[src/rtl/coh_noc_pkg.sv]
// Shared NoC types and constants used by the config-port arbiter.
// Holds the arbiter FSM state encoding and the read data returned on a timeout.
// No ports: this is a package imported by the arbiter RTL.
package coh_noc_pkg;

  typedef enum logic [1:0] {
    CFG_ARB_IDLE,
    CFG_ARB_ISSUE,
    CFG_ARB_RESP
  } cfg_arb_state_e;

  localparam logic [31:0] CFG_ARB_TIMEOUT_RDATA = 32'h0;

endpackage

[src/rtl/coh_noc_cfg_arbiter_if.sv]
// Bundle of requester-side and config-port signals for the config arbiter.
// Requester side: req_valid/write/addr/wdata in, req_ready/rsp_valid/rsp_rdata/rsp_err out.
// Config side: cfg_req/write/addr/wdata out, cfg_rdata/cfg_ready in. slave = arbiter, master = environment.
interface coh_noc_cfg_arbiter_if #(
  parameter int NUM_REQ = 4,
  parameter int ADDR_W  = 16,
  parameter int DATA_W  = 32
);

  logic [NUM_REQ-1:0]             req_valid;
  logic [NUM_REQ-1:0]             req_write;
  logic [NUM_REQ-1:0][ADDR_W-1:0] req_addr;
  logic [NUM_REQ-1:0][DATA_W-1:0] req_wdata;
  logic [NUM_REQ-1:0]             req_ready;
  logic [NUM_REQ-1:0]             rsp_valid;
  logic [DATA_W-1:0]              rsp_rdata;
  logic                           rsp_err;

  logic                           cfg_req;
  logic                           cfg_write;
  logic [ADDR_W-1:0]              cfg_addr;
  logic [DATA_W-1:0]              cfg_wdata;
  logic [DATA_W-1:0]              cfg_rdata;
  logic                           cfg_ready;

  modport slave (
    input  req_valid, req_write, req_addr, req_wdata, cfg_rdata, cfg_ready,
    output req_ready, rsp_valid, rsp_rdata, rsp_err,
           cfg_req, cfg_write, cfg_addr, cfg_wdata
  );

  modport master (
    output req_valid, req_write, req_addr, req_wdata, cfg_rdata, cfg_ready,
    input  req_ready, rsp_valid, rsp_rdata, rsp_err,
           cfg_req, cfg_write, cfg_addr, cfg_wdata
  );

endinterface

[src/rtl/coh_noc_rr_picker.sv]
// Combinational round-robin pick: first set valid_i bit scanning from ptr_i upward with wrap.
// Ports: valid_i[N], ptr_i -> gnt_vld_o (any valid), gnt_idx_o (winning index).
// Zero latency; holds no state, so the caller owns the pointer update.
module coh_noc_rr_picker #(
  parameter int N  = 4,
  parameter int IW = (N > 1) ? $clog2(N) : 1
) (
  input  logic [N-1:0]  valid_i,
  input  logic [IW-1:0] ptr_i,
  output logic          gnt_vld_o,
  output logic [IW-1:0] gnt_idx_o
);

  logic [IW-1:0] cand;

  // Walk offsets from furthest to nearest so the nearest valid to ptr_i is
  // the last assignment and therefore wins.
  always_comb begin
    gnt_vld_o = 1'b0;
    gnt_idx_o = '0;
    cand      = '0;
    for (int i = N - 1; i >= 0; i--) begin
      cand = IW'((int'(ptr_i) + i) % N);
      if (valid_i[cand]) begin
        gnt_vld_o = 1'b1;
        gnt_idx_o = cand;
      end
    end
  end

endmodule

[src/rtl/coh_noc_cfg_arbiter.sv]
// Round-robin arbiter serialising NUM_REQ masters onto the single NoC config register port.
// Ports: clk/rst, bus (requesters + cfg port), config_locked in; busy, txn_count, err_count out.
// One access in flight: accept in IDLE, hold cfg_req in ISSUE until cfg_ready/timeout, pulse rsp in RESP.
module coh_noc_cfg_arbiter
  import coh_noc_pkg::*;
#(
  parameter int NUM_REQ        = 4,
  parameter int ADDR_W         = 16,
  parameter int DATA_W         = 32,
  parameter int TIMEOUT_CYCLES = 255
) (
  input  logic                        clk,
  input  logic                        rst,
  coh_noc_cfg_arbiter_if.slave        bus,
  input  logic                        config_locked,
  output logic                        busy,
  output logic [31:0]                 txn_count,
  output logic [15:0]                 err_count
);

  localparam int IW = $clog2(NUM_REQ);
  localparam int TW = $clog2(TIMEOUT_CYCLES + 1);
  localparam logic [TW-1:0]      TMO_LAST = TW'(TIMEOUT_CYCLES - 1);
  localparam logic [NUM_REQ-1:0] ONE_HOT0 = NUM_REQ'(1);
  localparam logic [IW-1:0]      LAST_ID  = IW'(NUM_REQ - 1);

  cfg_arb_state_e     state_q;
  logic [IW-1:0]      rr_ptr_q;
  logic [IW-1:0]      owner_q;
  logic               wr_q;
  logic [ADDR_W-1:0]  addr_q;
  logic [DATA_W-1:0]  wdata_q;
  logic [DATA_W-1:0]  rdata_q;
  logic               err_q;
  logic [TW-1:0]      tmo_q;
  logic               cfg_req_q;
  logic [NUM_REQ-1:0] rsp_valid_q;
  logic [31:0]        txn_q;
  logic [15:0]        errc_q;

  logic               gnt_vld;
  logic [IW-1:0]      gnt_idx;
  logic               accept;
  logic [15:0]        errc_d;
  logic [IW-1:0]      rr_ptr_d;

  coh_noc_rr_picker #(.N(NUM_REQ), .IW(IW)) u_picker (
    .valid_i   (bus.req_valid),
    .ptr_i     (rr_ptr_q),
    .gnt_vld_o (gnt_vld),
    .gnt_idx_o (gnt_idx)
  );

  // Accept is combinational so req_ready lands in the same cycle the grant is
  // made; it is masked during reset so no requester sees a phantom accept.
  assign accept   = (state_q == CFG_ARB_IDLE) && !rst && gnt_vld;
  assign errc_d   = (errc_q == 16'hFFFF) ? errc_q : errc_q + 16'd1;
  assign rr_ptr_d = (owner_q == LAST_ID) ? '0 : owner_q + IW'(1);

  always_ff @(posedge clk) begin
    if (rst) begin
      state_q     <= CFG_ARB_IDLE;
      rr_ptr_q    <= '0;
      owner_q     <= '0;
      wr_q        <= 1'b0;
      addr_q      <= '0;
      wdata_q     <= '0;
      rdata_q     <= '0;
      err_q       <= 1'b0;
      tmo_q       <= '0;
      cfg_req_q   <= 1'b0;
      rsp_valid_q <= '0;
      txn_q       <= '0;
      errc_q      <= '0;
    end else begin
      rsp_valid_q <= '0;
      case (state_q)
        CFG_ARB_IDLE: begin
          if (accept) begin
            owner_q <= gnt_idx;
            wr_q    <= bus.req_write[gnt_idx];
            addr_q  <= bus.req_addr[gnt_idx];
            wdata_q <= bus.req_wdata[gnt_idx];
            // Lock only matters for writes and only at accept time.
            if (bus.req_write[gnt_idx] && config_locked) begin
              rdata_q     <= '0;
              err_q       <= 1'b1;
              rsp_valid_q <= ONE_HOT0 << gnt_idx;
              state_q     <= CFG_ARB_RESP;
            end else begin
              tmo_q     <= '0;
              cfg_req_q <= 1'b1;
              state_q   <= CFG_ARB_ISSUE;
            end
          end
        end
        CFG_ARB_ISSUE: begin
          // cfg_ready takes priority over a timeout landing in the same cycle.
          if (bus.cfg_ready) begin
            rdata_q     <= wr_q ? '0 : bus.cfg_rdata;
            err_q       <= 1'b0;
            cfg_req_q   <= 1'b0;
            rsp_valid_q <= ONE_HOT0 << owner_q;
            state_q     <= CFG_ARB_RESP;
          end else if (tmo_q == TMO_LAST) begin
            rdata_q     <= DATA_W'(CFG_ARB_TIMEOUT_RDATA);
            err_q       <= 1'b1;
            cfg_req_q   <= 1'b0;
            rsp_valid_q <= ONE_HOT0 << owner_q;
            state_q     <= CFG_ARB_RESP;
          end else begin
            tmo_q <= tmo_q + TW'(1);
          end
        end
        CFG_ARB_RESP: begin
          txn_q    <= txn_q + 32'd1;
          if (err_q) errc_q <= errc_d;
          rr_ptr_q <= rr_ptr_d;
          state_q  <= CFG_ARB_IDLE;
        end
        default: begin
          state_q   <= CFG_ARB_IDLE;
          cfg_req_q <= 1'b0;
        end
      endcase
    end
  end

  assign bus.req_ready = accept ? (ONE_HOT0 << gnt_idx) : '0;
  assign bus.rsp_valid = rsp_valid_q;
  assign bus.rsp_rdata = rdata_q;
  assign bus.rsp_err   = err_q;
  assign bus.cfg_req   = cfg_req_q;
  assign bus.cfg_write = cfg_req_q & wr_q;
  assign bus.cfg_addr  = addr_q;
  assign bus.cfg_wdata = wdata_q;

  assign busy      = (state_q != CFG_ARB_IDLE);
  assign txn_count = txn_q;
  assign err_count = errc_q;

endmodule
[src/flat_wrapper.sv]
// flat-port wrapper written by rule: the top's interface ports become plain ports
module coh_noc_cfg_arbiter_flat import coh_noc_pkg::*;
#(
  parameter int NUM_REQ        = 4,
  parameter int ADDR_W         = 16,
  parameter int DATA_W         = 32,
  parameter int TIMEOUT_CYCLES = 255
)
  (clk, rst, config_locked, busy, txn_count, err_count, bus_req_valid, bus_req_write, bus_req_addr, bus_req_wdata, bus_cfg_rdata, bus_cfg_ready, bus_req_ready, bus_rsp_valid, bus_rsp_rdata, bus_rsp_err, bus_cfg_req, bus_cfg_write, bus_cfg_addr, bus_cfg_wdata);
  coh_noc_cfg_arbiter_if #(.NUM_REQ(NUM_REQ), .ADDR_W(ADDR_W), .DATA_W(DATA_W)) bus_i ();
  input  logic clk;
  input  logic rst;
  input  logic config_locked;
  output logic busy;
  output logic [31:0] txn_count;
  output logic [15:0] err_count;
  input wire logic [$bits(bus_i.req_valid)-1:0] bus_req_valid;
  input wire logic [$bits(bus_i.req_write)-1:0] bus_req_write;
  input wire logic [$bits(bus_i.req_addr)-1:0] bus_req_addr;
  input wire logic [$bits(bus_i.req_wdata)-1:0] bus_req_wdata;
  input wire logic [$bits(bus_i.cfg_rdata)-1:0] bus_cfg_rdata;
  input wire logic [$bits(bus_i.cfg_ready)-1:0] bus_cfg_ready;
  output wire logic [$bits(bus_i.req_ready)-1:0] bus_req_ready;
  output wire logic [$bits(bus_i.rsp_valid)-1:0] bus_rsp_valid;
  output wire logic [$bits(bus_i.rsp_rdata)-1:0] bus_rsp_rdata;
  output wire logic [$bits(bus_i.rsp_err)-1:0] bus_rsp_err;
  output wire logic [$bits(bus_i.cfg_req)-1:0] bus_cfg_req;
  output wire logic [$bits(bus_i.cfg_write)-1:0] bus_cfg_write;
  output wire logic [$bits(bus_i.cfg_addr)-1:0] bus_cfg_addr;
  output wire logic [$bits(bus_i.cfg_wdata)-1:0] bus_cfg_wdata;
  assign bus_i.req_valid = bus_req_valid;
  assign bus_i.req_write = bus_req_write;
  assign bus_i.req_addr = bus_req_addr;
  assign bus_i.req_wdata = bus_req_wdata;
  assign bus_i.cfg_rdata = bus_cfg_rdata;
  assign bus_i.cfg_ready = bus_cfg_ready;
  assign bus_req_ready = bus_i.req_ready;
  assign bus_rsp_valid = bus_i.rsp_valid;
  assign bus_rsp_rdata = bus_i.rsp_rdata;
  assign bus_rsp_err = bus_i.rsp_err;
  assign bus_cfg_req = bus_i.cfg_req;
  assign bus_cfg_write = bus_i.cfg_write;
  assign bus_cfg_addr = bus_i.cfg_addr;
  assign bus_cfg_wdata = bus_i.cfg_wdata;
  coh_noc_cfg_arbiter #(.NUM_REQ(NUM_REQ), .ADDR_W(ADDR_W), .DATA_W(DATA_W), .TIMEOUT_CYCLES(TIMEOUT_CYCLES)) u_core (.clk(clk), .rst(rst), .bus(bus_i), .config_locked(config_locked), .busy(busy), .txn_count(txn_count), .err_count(err_count));
endmodule
[config.mk]
export PLATFORM = sky130hd
export DESIGN_NAME = coh_noc_cfg_arbiter_flat
export DESIGN_NICKNAME = d
export VERILOG_FILES = /design/src/rtl/coh_noc_pkg.sv /design/src/rtl/coh_noc_cfg_arbiter_if.sv /design/src/rtl/coh_noc_rr_picker.sv /design/src/rtl/coh_noc_cfg_arbiter.sv /design/src/flat_wrapper.sv
export SDC_FILE = /design/constraint.sdc
export NUM_CORES = 1
export LEC_CHECK = 0
export CAP_MARGIN = 20
export CORE_MARGIN = 3
export CORE_UTILIZATION = 30
export DETAILED_ROUTE_END_ITERATION = 8
export PLACE_DENSITY = 0.73
export SYNTH_ARGS = -nofsm -noshare
export SYNTH_HDL_FRONTEND = slang
export SYNTH_SLANG_ARGS = --single-unit
export TNS_END_PERCENT = 1
[constraint.sdc]
create_clock -name clk -period 1.9 [get_ports clk]
set_clock_uncertainty 0.05 [all_clocks]
set_input_delay 0.38 -clock clk [delete_from_list [all_inputs] [get_ports clk]]
set_output_delay 0.38 -clock clk [all_outputs]
set_load 0.03 [all_outputs]
# ---- Yosys cells after proc, flatten, opt, wreduce, memory -nomap -nowiden
# Cells that the tools add are included.
dict set report word_totals {
  latch_bits 0
  ff_bits 149
  romBits 0
  mem_bits_rw 0
  mem_count 0
}
dict set report classes {
  n_bitwise 3
  div 0
  n_lt_le_gt_ge 5
  reduce_logical 13
  n_mul 0
  n_mux 55
  n_eq_ne 11
  shifts 2
  n_addsub 7
}
# cell count
set op_table {}
lappend op_table {{2-to-1 mux 32 bit} 6}
lappend op_table {{binary-select mux 32 bit (select 2 bit)} 1}
lappend op_table {{one-hot mux 32 bit (2 select lines)} 1}
lappend op_table {{adder 32 x 1 -> 32 bit (second input constant)} 1}
lappend op_table {{binary-select mux 16 bit (select 2 bit)} 1}
lappend op_table {{2-to-1 mux 8 bit} 4}
lappend op_table {{2-to-1 mux 4 bit} 5}
lappend op_table {{2-to-1 mux 2 bit} 9}
lappend op_table {{2-to-1 mux 1 bit} 17}
lappend op_table {{adder 16 x 1 -> 16 bit (second input constant)} 1}
lappend op_table {{== test 16 bit (second input constant)} 1}
lappend op_table {{2-to-1 mux 16 bit} 1}
lappend op_table {{one-hot mux 8 bit (2 select lines)} 1}
lappend op_table {{< comparator 2 x 3 -> 1 bit (second input constant)} 5}
lappend op_table {{binary-select mux 1 bit (select 2 bit)} 5}
lappend op_table {{adder 8 x 1 -> 8 bit (second input constant)} 1}
lappend op_table {{== test 8 bit (second input constant)} 1}
lappend op_table {{inequality test 2 bit (second input constant)} 4}
lappend op_table {{one-hot mux 4 bit (2 select lines)} 1}
lappend op_table {{AND reduction 4 bit} 2}
lappend op_table {{<< shifter 1 x 2 -> 4 bit (first input constant)} 2}
lappend op_table {{AND reduction 5 bit} 1}
lappend op_table {{adder 2 x 1 -> 2 bit (second input constant)} 2}
lappend op_table {{adder 2 bit (second input constant)} 2}
lappend op_table {{15 further kinds} 21}

# ---- Logic depth before layout (Yosys ltp)
dict set report logic_depth {
  word_depth 13
  mapped_depth 8
  depth_no_buf 7
}

# ---- Cells and area by module
# Synthesis repeated with hierarchy kept, for this count alone.
dict set report unflattened {
  cells_unflattened 757
  hier_area_um2 7304.5
}
# module area_each_um2 cells_per_inst instances seq_area_each_um2
set modules_own_cells {}
lappend modules_own_cells {coh_noc_cfg_arbiter 7226.9 744 1 2982.9}
lappend modules_own_cells {coh_noc_rr_picker 77.6 13 1 0.0}

# ---- Worst setup path after synthesis
# OpenSTA, ideal clock, no wires.
dict set report synth_timing {
  kind {input-to-output}
  from {in bus_req_valid[2]}
  to {out bus_req_ready[1]}
  arrival_ns 2.112
  cell_stages 6
  path_slack_ns -0.642
  required_ns 1.470
  path_cell_list {nor2b_1 > nor4b_4 > buf_4 > nor2_2 > buf_2 > nor3_1}
}
dict set report synth_via {
  elab_chain_cells 8
}
# element line_no
set synth_lines {}
lappend synth_lines {{start, declared} flat_wrapper.sv:17} ;# input wire logic [$bits(bus_i.req_valid)-1:0] bus_req_valid;
lappend synth_lines {{binary-select mux 1 bit (select 2 bit)} coh_noc_rr_picker.sv:24} ;# if (valid_i[cand]) begin
lappend synth_lines {{2-to-1 mux 1 bit (implied by the code)} coh_noc_rr_picker.sv:24}
lappend synth_lines {{2-to-1 mux 2 bit or 2-to-1 mux 1 bit (tied branches) (4 in a row)} coh_noc_rr_picker.sv:24}
lappend synth_lines {{<< shifter 1 x 2 -> 4 bit or logical AND 1 bit (tied branches)} {coh_noc_cfg_arbiter.sv:129, coh_noc_cfg_arbiter.sv:56}}
lappend synth_lines {{2-to-1 mux 4 bit (*)} coh_noc_cfg_arbiter.sv:129} ;# assign bus.req_ready = accept ? (ONE_HOT0 << gnt_idx) : '0;
lappend synth_lines {{end, declared} flat_wrapper.sv:23} ;# output wire logic [$bits(bus_i.req_ready)-1:0] bus_req_ready;
# Mark *: on every way between the ends. The rest lies on a longest branch, timed or not. The select of a mux whose other input is x is not followed.

# ---- Final worst setup path
dict set report layout_timing {
  from {in bus_req_valid[2]}
  to {out bus_req_ready[0]}
}
# Same word-level chain as after synthesis.

==> impl_metrics.yaml <==
worst_setup_path:
  worstPathMaxFanout: 3
  critPathKind: "input pin to primary output"
  r2r_slack_ps: -180
  cp.required_ps: 1470
  rr_worst_depth: 7
  r2r-start: "u_core.rr_ptr_q[0]"
  cp.arrival_ps: 1860
  cp-end-kind: "primary output"
  cp-start-kind: "input pin"
  timing.rr.end: "u_core.bus.rsp_rdata[14]"
clock_network:
  cts_tree: "built"
  path_clk_slew_ps: 80
  cts_root_buf: "clkbuf_16"
  ctsLongestPathBuffers: 2
  h-tree-depth: 4
  clkSinkCount: 149
  cts_buffers: 17
  clkLatencyLatePin_ps: 430
die:
  dieHeight_um: 169
  dieArea_sq_um: 28600
  floorplan.initialDensity_pct: 30.6
  die_x_um: 169
  row_count: 59
  core_sq_um: 26100
  ios: 376
logic_synthesis:
  synth_ff_type: "dfxtp_1"
  syn_nets: 1215
  synth-edff-count: 0
  synth.distinct_cells: 59
  synth_warnings: 0
  syn_area_sq_um: 8000
  syn_avg_cell_area_sq_um: 8.24
  synth_cells: 971
  seq_area_frac_synth_pct: 37.3
  ys_ff_latch: 149
  async_reset_ff_share_pct: 0
final_layout:
  final_cell_area_sq_um: 13600
  area_growth_pct: 69.8
  fin_cells: 1738
  final_cell_mix: "clkdlybuf4s50_1, dfxtp_1, nand2_1"
  nFillCells: 2480
  register_area_sq_um: 3000
  fin_util_pct: 52.0
  final_layout_size_suffix_gt1_share_pct: 14.0
  multi_input_area_sq_um: 4820
  nets: 1631
  final_common_cell: "clkdlybuf4s50_1"
sta:
  max-slew-margin-rel_pct: 63.3
  grt_setup_unrepaired: "yes"
  final_hold_viol_count: 0
  finalWorstSetupSlack_ps: -385
  fmax_mhz: 438
  tns_ps: -9490
  period_share_pct: 120
  hold_slack_ps: 139
  final-setup-viol-count: 82
  period_needed_ps: 2290
  worstMarginPinSlew_ps: 547
  drv_slew: 0
placement:
  numPortBuffers: 375
  dpl_worst_slack_ps: -854
  place_hpwl_mm: 23.2
  dpl_cell_area_sq_um: 12800
  placed_cells: 1699
  routabilityCongestion: 0.816
route:
  ant_nets: 0
  drtIter0Drc: 531
  num_vias: 8895
  viasPerCell: 5.12
  drc_errors: 0
  finalWirelength_mm: 31.7
  drt-pass1-iter-count: 5
  routedWlPerCell_um: 18.2
status:
  status: "complete, but fails checks"
  violations: "negative setup slack"
run:
  drv_cap: 0
hold_path:
  hold_end: "u_core.txn_count[1]"
  hold_path_class: "input pin to flop"
  whs_path_depth: 2
  hold_start: "rst"
grt:
  grt_overflow: 0
  antenna_found_initial: 4
  use_met3_pct: 6.59
  grt_max_degree: 50
  grt_use_total_pct: 21.1
  grt_first_pass_wirelength_mm: 48.5
  grt_pass1_vias: 8858
  grt.busiest_layer: "met2"
  grtUsageMet1_pct: 24.2
  grt.met2_usage_pct: 37.5
pwr:
  peakVddDrop_mv: 0.453
  p_leak_nw: 6.22
  cellPowerDensity_nw_per_um2: 708
  power_mw: 9.61
[worst max-delay path by stage]
stage | from | endpoint | slack, ps | cells after the start
global placement | bus_req_valid[1] | bus_req_ready[2] | -810 | 9
global route | u_core.rr_ptr_q[1] | bus_req_ready[0] | -450 | 6
floorplan | bus_req_valid[0] | bus_req_ready[1] | -120 | 6
detailed placement | bus_req_valid[1] | u_core.bus.rsp_rdata[31] | -850 | 8
finish | bus_req_valid[2] | bus_req_ready[0] | -390 | 7
CTS | u_core.rr_ptr_q[0] | bus_req_ready[0] | -430 | 7
[Yosys cell counts, drive strengths merged, types with 2 or more instances]
master  number  area, sq um
dfxtp      149         2980
nand2      113          424
nand3       71          360
o21ai       63          315
a21oi       54          270
mux2i       50          500
a21o        49          368
o211ai      49          368
nor2        47          181
clkbuf      44          165
and3        40          250
xnor2       33          289
a21boi      32          240
buf         32          169
inv         20         75.1
nor3        19         95.1
nor4        14          136
nand4       11         90.1
xor2        11         96.3
ha           8          100
a211oi       6         45.0
and4         6         52.6
nor2b        6         37.5
or3          6         37.5
a32o         5         50.1
and2         4         25.0
o211a        4         40.0
a31oi        3         25.0
or4          3         26.3
a31o         2         17.5
nor4b        2         32.5
o21bai       2         15.0
[cell type report]
| cell class | instances | share of cell area [%] |
|---|---|---|
| inverters | 20 | 0.553 |
| clock inverters | 15 | 1.34 |
| repair buffers | 473 | 34.2 |
| flip-flops and latches | 149 | 22.1 |
| clock buffers | 17 | 3.13 |
| multi-input cells | 726 | 35.5 |
| well taps | 335 | 3.09 |
| diodes | 3 | 0.0553 |
[routing by layer]
metal / up-vias / part of all wire (%)
li1: 4327 / -
met1: 4186 / 40
met2: 336 / 49
met3: 44 / 8.5
met4: 2 / 2.7
met5: - / 0.041
[repair_timing]
| item | CTS | global route |
|---|---|---|
| buffers inserted | 3 | 1 |
| gates resized for setup | 134 | 48 |
| hold endpoints to repair | 0 | 0 |
| hold buffers | 0 | 0 |
| endpoints found under the setup margin | 204 | 144 |
| pin swaps | 5 | 8 |
[worst max-delay path: stages]
cell           delay [ps]
dlygate4sd2_1         280
nor2b_4               160
a211o_1               330
and2_4                170
buf_6                 130
nor3_4                230
buf_6                 170
[kinds of logic (layout without fill, tap and decap cells)]
| kind of cell | Yosys count | count (layout) | synth area share [%] |
|---|---|---|---|
| buffers and inverters | 96 | 525 | 5.12 |
| multiplexers | 50 | 50 | 6.26 |
| adder cells (fa/ha/maj) | 8 | 8 | 1.25 |
| XOR/XNOR | 44 | 44 | 4.82 |
| AO/OA/AOI/OAI | 275 | 275 | 22.7 |
| flip-flops | 149 | 149 | 37.3 |
| other | 0 | 3 | 0 |
| AND/OR/NAND/NOR | 349 | 349 | 22.6 |
[state kept, by name, summed over array words and instances (netlist names)]
register and flops:
u_core.tmo_q 8, u_core.bus.rsp_err 1, u_core.owner_q 2, u_core.bus.rsp_valid 4, u_core.bus.rsp_rdata 32, u_core.state_q 2, u_core.bus.cfg_req 1, u_core.bus.cfg_wdata 32
u_core.wr_q 1, u_core.bus.cfg_addr 16, u_core.txn_count 32, u_core.err_count 16, u_core.rr_ptr_q 2
[power breakdown]
group / switching [mW] / leakage, nW / internal, mW / total (mW)
clock network: 1.69 / 0.293 / 1.79 / 3.48
logic: 1.40 / 4.70 / 1.25 / 2.65
registers: 0.130 / 1.22 / 3.35 / 3.48
No activity file was read; power rests on OpenSTA's default activity.
==> RTL edit, RTL diff (same settings) <==
`NUM_REQ` is set to 4 in 3 places; all go to 8.
--- a/src/rtl/coh_noc_cfg_arbiter_if.sv
+++ b/src/rtl/coh_noc_cfg_arbiter_if.sv
@@ -4,3 +4,3 @@
 interface coh_noc_cfg_arbiter_if #(
-  parameter int NUM_REQ = 4,
+  parameter int NUM_REQ = 8,
   parameter int ADDR_W  = 16,
--- a/src/rtl/coh_noc_cfg_arbiter.sv
+++ b/src/rtl/coh_noc_cfg_arbiter.sv
@@ -6,3 +6,3 @@
 #(
-  parameter int NUM_REQ        = 4,
+  parameter int NUM_REQ        = 8,
   parameter int ADDR_W         = 16,
--- a/src/flat_wrapper.sv
+++ b/src/flat_wrapper.sv
@@ -3,3 +3,3 @@
 #(
-  parameter int NUM_REQ        = 4,
+  parameter int NUM_REQ        = 8,
   parameter int ADDR_W         = 16,
Interface: changed (6 resized); port bits go from 376 to 584. No check against the original RTL was run, so the function may have changed too.
==> RTL edit against the unedited design <==
- the flow still finishes with violations (negative setup slack)
- final area increased by 44%
- sequential power increased by 12%
- total power increased by 110%
- count of clock-buffer cells in the layout increased by 1
- wire length increased by 74%
- worst setup slack got worse by 1.7 ns
- first-iteration DRC count increased by 97%
- area after synthesis increased by 30%
- fmax decreased by 43%
- die area increased by 29%
- sequential cell count increased by 6
==> RTL edit: results <==
set metrics [dict create \
    grt_usage_pct 27.8 \
    violations "negative setup slack" \
    outcome "complete, but fails checks" \
    grt_pass1_wl_mm 78.2 \
    fin_ws_ns -2.13 \
    hold_path_end "u_core.bus.rsp_rdata[11]" \
    met1Wirelength_mm 21.3 \
    arrival_ns 4.35 \
    portBuffers 583 \
    crit_fanout 32 \
    fillers 3041 \
    clock-sinks 155 \
    fin_area_sq_um 19600 \
    holdPathStages 1 \
    nNetsFinal 2502 \
    hold_path.class "flip-flop to flip-flop" \
    die_w_microns 192 \
    buffer_area_share_pct 39.5 \
    gr-usage-met2_pct 45.9 \
    avgRoutedWirePerCell_microns 21.8 \
    inv_count 12 \
    use_met1_pct 34.3 \
    clock_area_share_pct 3.13 \
    final.setup.tns_ns -219.04 \
    grt.met3_usage_pct 7.87 \
    routed-wl-met3_mm 5.12 \
    p_sw_w 0.00890 \
    comb_power_share_pct 63.0 \
    buffers 801 \
    drt_iter0_drc 1046 \
    final-setup-viol-count 122 \
    ir_drop_mv 0.627 \
    yosysSeqAreaShare_pct 29.8 \
    r2r-end "u_core.bus.rsp_rdata[8]" \
    r2r_start "u_core.rr_ptr_q[0]" \
    antenna_found_initial 18 \
    crit_slowest_cell "or4_4" \
    clkbuf_count 18 \
    synthMuxAreaShare_pct 5.79 \
    multi_input_cells 1067 \
    synth_xor_area_share_pct 3.95 \
    multi_input_area_sq_um 7460 \
    grt_max_degree 83 \
    tightestPinTransition_ns 0.842 \
    synth_fa_ha_area_share_pct 1.44 \
    synth.net_count 1810 \
    vias 13600 \
]
==> RTL edit: cell count changes after synthesis, moves of 45 or more <==
cell	before	now
nor2_1	45	128
clkbuf_1	44	109
nand3_1	70	21
a21o_1	49	3
nand2_1	113	232
a211oi_1	6	153
o211ai_1	49	2
a311oi_1	0	49
and2_1	4	88
nor3_1	19	64
a31oi_1	2	52
o21ai_0	61	11
==> RTL edit: cells by family after synthesis <==
| kind of cell | after synthesis |
|---|---|
| compound gates | 358 |
| xor+xnor | 47 |
| fa+ha+maj | 12 |
| buf+inv | 140 |
| flops | 155 |
| mux | 42 |
| simple gates | 608 |
==> RTL edit: worst max path at each step <==
stage | from | endpoint | slack, ns | cells past startpoint
floorplan | u_core.rr_ptr_q[0] | u_core.bus.rsp_rdata[10] | -2.08 | 18
global placement | bus_req_valid[2] | u_core.bus.cfg_addr[5] | -2.73 | 15
detailed placement | bus_req_valid[2] | u_core.bus.cfg_addr[5] | -2.83 | 15
CTS | u_core.rr_ptr_q[1] | u_core.bus.cfg_wdata[4] | -2.07 | 16
global route | u_core.rr_ptr_q[0] | u_core.bus.rsp_rdata[17] | -2.24 | 17
finish | u_core.rr_ptr_q[0] | u_core.bus.rsp_rdata[8] | -2.13 | 17
==> RTL edit: stage by stage <==
stage	total power (W)	hold WS, ns	cells
floorplan	0.0101	0.409	1362
global placement	0.0149	0.405	2460
detailed placement	0.0151	0.407	2460
CTS	0.0196	0.424	2515
global route	0.0212	0.438	2525
finish	0.0202	0.417	2527
==> RTL edit: what timing repair did <==
action,4_1_cts,5_1_grt
hold buffers,0,0
endpoints found under the setup margin,244,160
resized for setup,191,106
pin swaps,33,53
setup buffers,19,0
cloned,4,0
